$ cat src/rtl/cond_pkg.sv
// Shared types for the conditional-execution unit: condition codes, the NZCV
// flag layout and the predicated-block state encoding.
package cond_pkg;

  typedef enum logic [3:0] {
    EQ = 4'b0000, NE = 4'b0001, CS = 4'b0010, CC = 4'b0011,
    MI = 4'b0100, PL = 4'b0101, VS = 4'b0110, VC = 4'b0111,
    HI = 4'b1000, LS = 4'b1001, GE = 4'b1010, LT = 4'b1011,
    GT = 4'b1100, LE = 4'b1101, AL = 4'b1110, NV = 4'b1111
  } cond_e;

  localparam int FLAG_N = 3;
  localparam int FLAG_Z = 2;
  localparam int FLAG_C = 1;
  localparam int FLAG_V = 0;

  typedef struct packed {
    logic n;
    logic z;
    logic c;
    logic v;
  } flags_t;

  typedef enum logic {
    IDLE   = 1'b0,
    ACTIVE = 1'b1
  } it_state_e;

endpackage

$ cat src/rtl/cond_check.sv
// Combinational ARM-style condition evaluator: does cond hold for the given NZCV?
module cond_check
  import cond_pkg::*;
(
  input  cond_e  cond,
  input  flags_t flags,
  output logic   holds
);

  // Decode the condition against the flag bits
  always_comb begin
    holds = 1'b0;
    case (cond)
      EQ: holds = flags.z;
      NE: holds = ~flags.z;
      CS: holds = flags.c;
      CC: holds = ~flags.c;
      MI: holds = flags.n;
      PL: holds = ~flags.n;
      VS: holds = flags.v;
      VC: holds = ~flags.v;
      HI: holds = flags.c & ~flags.z;
      LS: holds = ~flags.c | flags.z;
      GE: holds = (flags.n == flags.v);
      LT: holds = (flags.n != flags.v);
      GT: holds = ~flags.z & (flags.n == flags.v);
      LE: holds = flags.z | (flags.n != flags.v);
      AL: holds = 1'b1;
      NV: holds = 1'b0;
      default: holds = 1'b0;
    endcase
  end

endmodule

$ cat src/rtl/cond_exec_unit.sv
// Execute-stage conditional-execution unit: NZCV register, request gating and
// a counter-driven predicated-block tracker.
module cond_exec_unit
  import cond_pkg::*;
#(
  parameter int MAX_IT = 4,
  parameter int CNT_W  = $clog2(MAX_IT + 1)
) (
  input  logic             clk,
  input  logic             reset,
  input  logic             instrValid,
  input  logic             stall,
  input  logic [3:0]       cond,
  input  logic             pcsReq,
  input  logic             regWReq,
  input  logic             memWReq,
  input  logic [1:0]       flagWriteReq,
  input  logic [3:0]       aluFlags,
  input  logic             itStart,
  input  logic [3:0]       itCond,
  input  logic [CNT_W-1:0] itLen,
  output logic             PCSrc,
  output logic             RegWrite,
  output logic             MemWrite,
  output logic             condEx,
  output logic [3:0]       flags,
  output logic             itActive,
  output logic [CNT_W-1:0] itRemaining,
  output logic             itErr
);

  localparam logic [CNT_W-1:0] MAX_CNT = CNT_W'(MAX_IT);

  it_state_e        state, state_nxt;
  logic [CNT_W-1:0] counter, counter_nxt;
  logic [3:0]       it_cond, it_cond_nxt;
  logic             it_err, it_err_nxt;
  flags_t           flags_q;
  logic             accept;
  logic [3:0]       eff_cond;
  logic             holds;

  assign accept   = instrValid & ~stall;
  assign eff_cond = (state == ACTIVE) ? it_cond : cond;

  cond_check u_cond_check (
    .cond  (cond_e'(eff_cond)),
    .flags (flags_q),
    .holds (holds)
  );

  assign condEx      = accept & holds & ~itStart;
  assign PCSrc       = pcsReq & condEx;
  assign RegWrite    = regWReq & condEx;
  assign MemWrite    = memWReq & condEx;
  assign flags       = flags_q;
  assign itActive    = (state == ACTIVE);
  assign itRemaining = counter;
  assign itErr       = it_err;

  // Flag register with independent N/Z and C/V write groups
  always_ff @(posedge clk or negedge reset) begin
    if (!reset) begin
      flags_q <= '0;
    end else if (condEx) begin
      if (flagWriteReq[1]) begin
        flags_q.n <= aluFlags[FLAG_N];
        flags_q.z <= aluFlags[FLAG_Z];
      end
      if (flagWriteReq[0]) begin
        flags_q.c <= aluFlags[FLAG_C];
        flags_q.v <= aluFlags[FLAG_V];
      end
    end
  end

  // Block FSM state, counter, stored condition and sticky error
  always_ff @(posedge clk or negedge reset) begin
    if (!reset) begin
      state   <= IDLE;
      counter <= '0;
      it_cond <= 4'b0000;
      it_err  <= 1'b0;
    end else begin
      state   <= state_nxt;
      counter <= counter_nxt;
      it_cond <= it_cond_nxt;
      it_err  <= it_err_nxt;
    end
  end

  // Next-state logic; every accepted block member consumes one slot
  always_comb begin
    state_nxt   = state;
    counter_nxt = counter;
    it_cond_nxt = it_cond;
    it_err_nxt  = it_err;
    case (state)
      IDLE: begin
        if (accept && itStart && (itLen != '0)) begin
          state_nxt   = ACTIVE;
          it_cond_nxt = itCond;
          counter_nxt = (itLen > MAX_CNT) ? MAX_CNT : itLen;
        end else begin
          state_nxt = IDLE;
        end
      end
      ACTIVE: begin
        if (accept) begin
          if (itStart) begin
            it_err_nxt = 1'b1;
          end else begin
            it_err_nxt = it_err;
          end
          // A taken branch leaves the block's instruction stream entirely
          if (PCSrc || (counter <= CNT_W'(1))) begin
            counter_nxt = '0;
            state_nxt   = IDLE;
          end else begin
            counter_nxt = counter - CNT_W'(1);
          end
        end else begin
          state_nxt = ACTIVE;
        end
      end
      default: begin
        state_nxt   = IDLE;
        counter_nxt = '0;
      end
    endcase
  end

endmodule

$ cat config.mk
export PLATFORM = sky130hd
export DESIGN_NAME = cond_exec_unit
export DESIGN_NICKNAME = d
export VERILOG_FILES = /design/src/rtl/cond_pkg.sv /design/src/rtl/cond_check.sv /design/src/rtl/cond_exec_unit.sv
export SDC_FILE = /design/constraint.sdc
export NUM_CORES = 1
export LEC_CHECK = 0
export BUFFER_PORTS_ARGS = -buffer_cell sky130_fd_sc_hd__buf_2
export CORE_UTILIZATION = 42
export DETAILED_ROUTE_END_ITERATION = 6
export PLACE_DENSITY = 0.77
export SLEW_MARGIN = 20
export SYNTH_ARGS = -nofsm -noshare
export SYNTH_HDL_FRONTEND = slang
export SYNTH_HIERARCHICAL = 1
export SYNTH_SLANG_ARGS = --single-unit
$ cat constraint.sdc
create_clock -name clk -period 2.9 [get_ports clk]
set_input_delay 0.58 -clock clk [delete_from_list [all_inputs] [get_ports clk]]
set_output_delay 0.58 -clock clk [all_outputs]
set_load 0.01 [all_outputs]
### Word-level counts from Yosys, hierarchy flattened

Index checks and enable logic that the tools add are counted.

* multiply operators: 0
* shift-type cells: 0
* eq/ne operators: 19
* add/sub/neg operators: 1
* muxes and demuxes: 11
* div/mod/pow operators: 0
* bitwise gates (word level): 17
* reductions and logical operators: 10
* order comparisons: 2

Operator list (number)
* 4-bit == test (second input constant): 8
* 4-bit by 3-bit == test with 1-bit output (second input constant): 4
* 1-bit case mux with 16 select lines: 1
* 3-bit 2-to-1 mux: 4
* 1-bit AND: 8
* 4-bit by 2-bit == test with 1-bit output (second input constant): 2
* 2-bit AND reduction: 4
* 1-bit inverter: 7
* 3-bit case mux with 2 select lines: 1
* 4-bit by 1-bit == test with 1-bit output (second input constant): 1
* 4-bit logical NOT: 1
* 4-bit 2-to-1 mux: 1
* 3-bit greater-than comparator (second input constant): 1
* 3-bit by 1-bit less-or-equal comparator with 1-bit output (second input constant): 1
* 1-bit 2-to-1 mux: 3
* 3-bit AND reduction: 1
* 3-bit nonzero test: 1
* 3-bit by 1-bit subtractor with 3-bit output (second input constant): 1
* 1-bit logical AND: 2
* 2-bit by 1-bit != test with 1-bit output (second input constant): 1
* 2-bit != test (second input constant): 1
* 1-bit bitwise OR: 2
* 1-bit case mux with 2 select lines: 1
* 1-bit == test: 1
* 2 further kinds: 2

* bits in latches: 0
* bits in writable memories: 0
* word-level logic and storage cells: 68
* bits in read-only memories: 0
* memories: 0
* flip-flop bits (word level): 13
* output and inout bits: 13
* input port bits: 25

### Longest topological paths before layout

* depth in word-level cells: 10
* mapped depth: 12
* depth with buffers taken out: 10

### Modules after synthesis

The synthesis kept the hierarchy.

By module, submodules not included
* cond_exec_unit: instances 1, area an instance 759.5 µm², sequential area each 325.3 µm², cells each 66
* cond_check: instances 1, area an instance 155.1 µm², sequential area each 0.0 µm², cells each 23

### Worst setup path before layout

Ideal clock, no wire load.

* path type: reg2out
* from: reg state, in the netlist itActive
* to: out MemWrite
* stages on the path, launching flop included: 11
* slack: -0.030 ns
* data arrival time: 2.350 ns
* buffers on the path: 2
* required time: 2.320 ns
* cells stage by stage: dfrtp_1 buf_6 mux2_2 buf_4 nor2_1 a211oi_1 a2111oi_1 a311oi_1 o22ai_1 and4bb_2 and2_1

* cells in the longest elaborated chain, start to end: 6
* elaborated cells on any way between the ends: 21
* classes of those cells: eq/ne (15); mux (2); bitwise (3); reduce/logical (1)

RTL lines
* from (decl): RTL line cond_exec_unit.sv:34 `it_state_e state, state_nxt;`
* from (signal assigned): RTL line cond_exec_unit.sv:85 `state <= state_nxt;`
* 4-bit 2-to-1 mux (*): RTL line cond_exec_unit.sv:44 `assign eff_cond = (state == ACTIVE) ? it_cond : cond;`
* named net eff_cond[0]: RTL line cond_exec_unit.sv:40 `logic [3:0] eff_cond;`
* 4-bit == test (tied with other cells): RTL line cond_check.sv:13 `case (cond)`
* 1-bit case mux with 16 select lines (*): RTL line cond_check.sv:13
* named net holds: RTL line cond_exec_unit.sv:41 `logic holds;`
* 1-bit AND (*) (2 in series): RTL line cond_exec_unit.sv:52 `assign condEx = accept & holds & ~itStart;`
* named net condEx: RTL line cond_exec_unit.sv:25 `output logic condEx,`
* 1-bit AND (*): RTL line cond_exec_unit.sv:55 `assign MemWrite = memWReq & condEx;`
* to (decl): RTL line cond_exec_unit.sv:24 `output logic MemWrite,`

The timed path passes the listed nets; every way through them passes the cells marked *.

### Worst setup path after layout

* from: reg state, in the netlist itActive
* to: out PCSrc

* cells in the longest elaborated chain, start to end: 6
* elaborated cells on any way between the ends: 21
* classes of those cells: eq/ne (15); mux (2); bitwise (3); reduce/logical (1)

RTL lines
* 4-bit 2-to-1 mux (*): RTL line cond_exec_unit.sv:44
* named net eff_cond[0]: RTL line cond_exec_unit.sv:40
* 4-bit == test (tied with other cells): RTL line cond_check.sv:13
* 1-bit case mux with 16 select lines (*): RTL line cond_check.sv:13
* named net holds: RTL line cond_exec_unit.sv:41
* 1-bit AND (*) (2 in series): RTL line cond_exec_unit.sv:52
* 1-bit AND (*): RTL line cond_exec_unit.sv:53 `assign PCSrc = pcsReq & condEx;`
* to (decl): RTL line cond_exec_unit.sv:22 `output logic PCSrc,`

Marks and branches as above.

==> impl_metrics.ini <==
[status]
status = complete, but fails checks
violations = negative setup slack

[cts]
cts_buffer_depth = 2
clock_sinks = 13
clk_latency_ps = 260
cts_hold_buf = 0
cts.htree.levels = 1
cts_tree = built
cts_made_buffers = 3
clockRootBuffer = clkbuf_4
path_clk_slew_ps = 80

[yosys]
yosysSeqAreaShare_pct = 35.6
synth_cell_types = 37
syn_avg_cell_area_um2 = 10.3
synth_nets = 116
syn-cell-area_um2 = 915
syn_inst = 89
synth_top_flop_cell = dfrtp_1
async_flop_share_pct = 100
synth_edf_count = 0
ys_seq_elements = 13
ys_warn_count = 6

[critical_path]
crit_arrival_ps = 2420
crit_chain = mux2_4 > nor2_4 > a211oi_4 > a2111oi_4 > a311oi_2 > o22ai_1 > and4bb_2 > and2_4 > buf_6
r2r_slack_ps = 80
worst_path_max_delay_cell = dfrtp_2
required_ps = 2320
critical_path_class = flip-flop to output port
cpPeakStageDelay_ps = 440
crit_fanout = 6
crit_path_end_kind = output port
startpoint_type = flip-flop

[cells_and_area]
nFillCells = 156
seqCellArea_um2 = 327
antennaDiodeCount = 0
nets = 168
drive_gt1_share_pct = 59.3
final_core_util_pct = 67.4
area_growth_pct = 47.6
multiInputGateArea_um2 = 639

[pwr]
leakagePower_nw = 0.645
p_int_w = 0.000861
fin_total_pwr_w = 0.00148
power.net_switching_w = 0.000619
p_seq_share_pct = 24.5
comb_power_share_pct = 68.4
clockPowerShare_pct = 7.1
power_density_nw_per_um2 = 1100
power.share.switching_pct = 41.8
ir_drop_mv = 0.596

[timing]
drv_slew = 0
fin_hold_ws_ps = 183
fmax_mhz = 333
maxSlewHeadroom_pct = 73.5
hold_viol = 0
worstMarginPinSlew_ps = 396
period_share_pct = 104
finalCriticalPeriod_ps = 3000
finClkSkew_ps = 5.02
worst_slack_ps = -102
rsz0062_at_grt = yes
finalSetupViolations = 4

[route]
postRouteAntennaNets = 0
drc = 0
wl_um = 2410
drtIter0Drc = 19
drt_pass1_iterations = 3
wl_per_cell_um = 14.4
num_vias = 883
via_per_inst = 5.29

[placed_design]
numPortBuffers = 37
dp.final_hpwl_um = 1720
gp_congestion = 0.812

[floorplanning]
core_area_um2 = 2000
dieArea_um2 = 2370
initial_utilization_pct = 45.7
die_w_um = 48.7
io_pins = 38
die_h_um = 48.7
row_count = 16

[min_path]
hold_path.class = input pin to async pin

[global_route]
grt_start_max_net_pins = 14
grt_pass1_wl_um = 3790
gr-total-overflow = 0
antenna_found_initial = 0
grtUsageTotal_pct = 20.2
grt_pass1_vias = 865

[job]
cap_violations = 0
==> synthesized netlist by cell type (all sizes together) (2+ instances only) <==
library cell  instances  area [um2]
dfrtp                13         325
nor3                  3        15.0
nand2                 6        22.5
nor4b                 2        32.5
o21ai                 2        10.0
buf                   2        18.8
a211o                 2        17.5
ha                    2        25.0
and2                  3        21.3
a21oi                 5        25.0
mux2                 13         146
a211oi                2        15.0
nand2b                3        18.8
nor2                  5        21.3
xor2                  3        26.3
inv                   5        18.8
nor2b                 2        12.5
==> power groups by stage <==
stage	logic (W)	registers (W)	clock network, W
floorplan	0.000457	0.000355	0
global placement	0.000649	0.000343	0
detailed placement	0.000674	0.000350	0
CTS	0.000865	0.000350	0.000107
global route	0.00110	0.000377	0.000120
finish	0.00101	0.000362	0.000106
==> flip-flops by register name, indices dropped and copies added, names as in the netlist <==
register / flops
itErr: 1
itRemaining: 3
itActive: 1
flags: 4
it_cond: 4
==> stage by stage <==
stage	cells	setup slack, ps	area [um2]	TNS [ps]
6_report	167	-102	1350	-349
5_1_grt	167	-225	1350	-998
4_1_cts	166	-81.4	1260	-290
3_5_place_dp	156	-95.4	1160	-325
3_3_place_gp	156	-28.6	1160	-49.4
2_1_floorplan	89	30.4	916	0
==> placed cells by master, fill, tap and decap left out, types with 4 or more instances in the layout <==
cell and instances:
a21oi_1 5, nand2_1 6, dfrtp_1 12, buf_2 34, buf_6 4, inv_1 5, mux2_2 11, buf_4 12
==> critical path: cells and delay by family (launching register included) <==
kind / cells / cell delay (ps)
multiplexers: 1 / 380
buffers and inverters: 1 / 90
AO/OA/AOI/OAI: 4 / 640
flip-flops: 1 / 440
AND/OR/NAND/NOR: 3 / 610
==> kinds of logic (layout without fill, tap and decap cells) <==
| group | after synthesis | in the layout | share of synthesized area (%) |
|---|---|---|---|
| compound gates | 21 | 21 | 17.4 |
| xor+xnor | 4 | 4 | 3.83 |
| fa+ha+maj | 2 | 2 | 2.74 |
| buf+inv | 8 | 59 | 4.51 |
| flops | 13 | 13 | 35.6 |
| mux | 14 | 14 | 17.1 |
| simple gates | 27 | 27 | 18.9 |
==> cell type report <==
type                            count  share of cell area (%)
Clock buffer                        4                    1.95
Inverter                            5                    1.39
Multi-Input combinational cell     68                    47.4
Sequential cell                    13                    24.2
Tap cell                           27                    2.50
Timing Repair Buffer               50                    22.6
==> layer usage <==
metal / share of wire, % / global-route usage, % / vias up / routed length, um
met5: 0 / 0 / - / 0
met4: 0.87 / 4.41 / 0 / 21
met3: 3.3 / 1.26 / 2 / 79
met2: 52 / 35.6 / 24 / 1250
met1: 44 / 27.0 / 434 / 1050
li1: - / - / 423 / -
==> path summary, 6_finish.rpt <==
path                       startpoint             end  cells past startpoint
max reg2reg                  itActive  itRemaining[0]                     12
min                             reset        flags[0]                      1
max in group asynchronous       reset        itActive                      1
min reg2reg                     itErr           itErr                      1
min in group clk                itErr           itErr                      1
max                          itActive           PCSrc                      9
==> timing repair <==
action	4_1_cts	5_1_grt
resized for setup	8	14
cloned	0	0
pin swaps	8	12
setup buffers	6	2
endpoints found under the setup margin	4	6
hold endpoints to repair	0	0
Power figures use the tool's default switching activity.
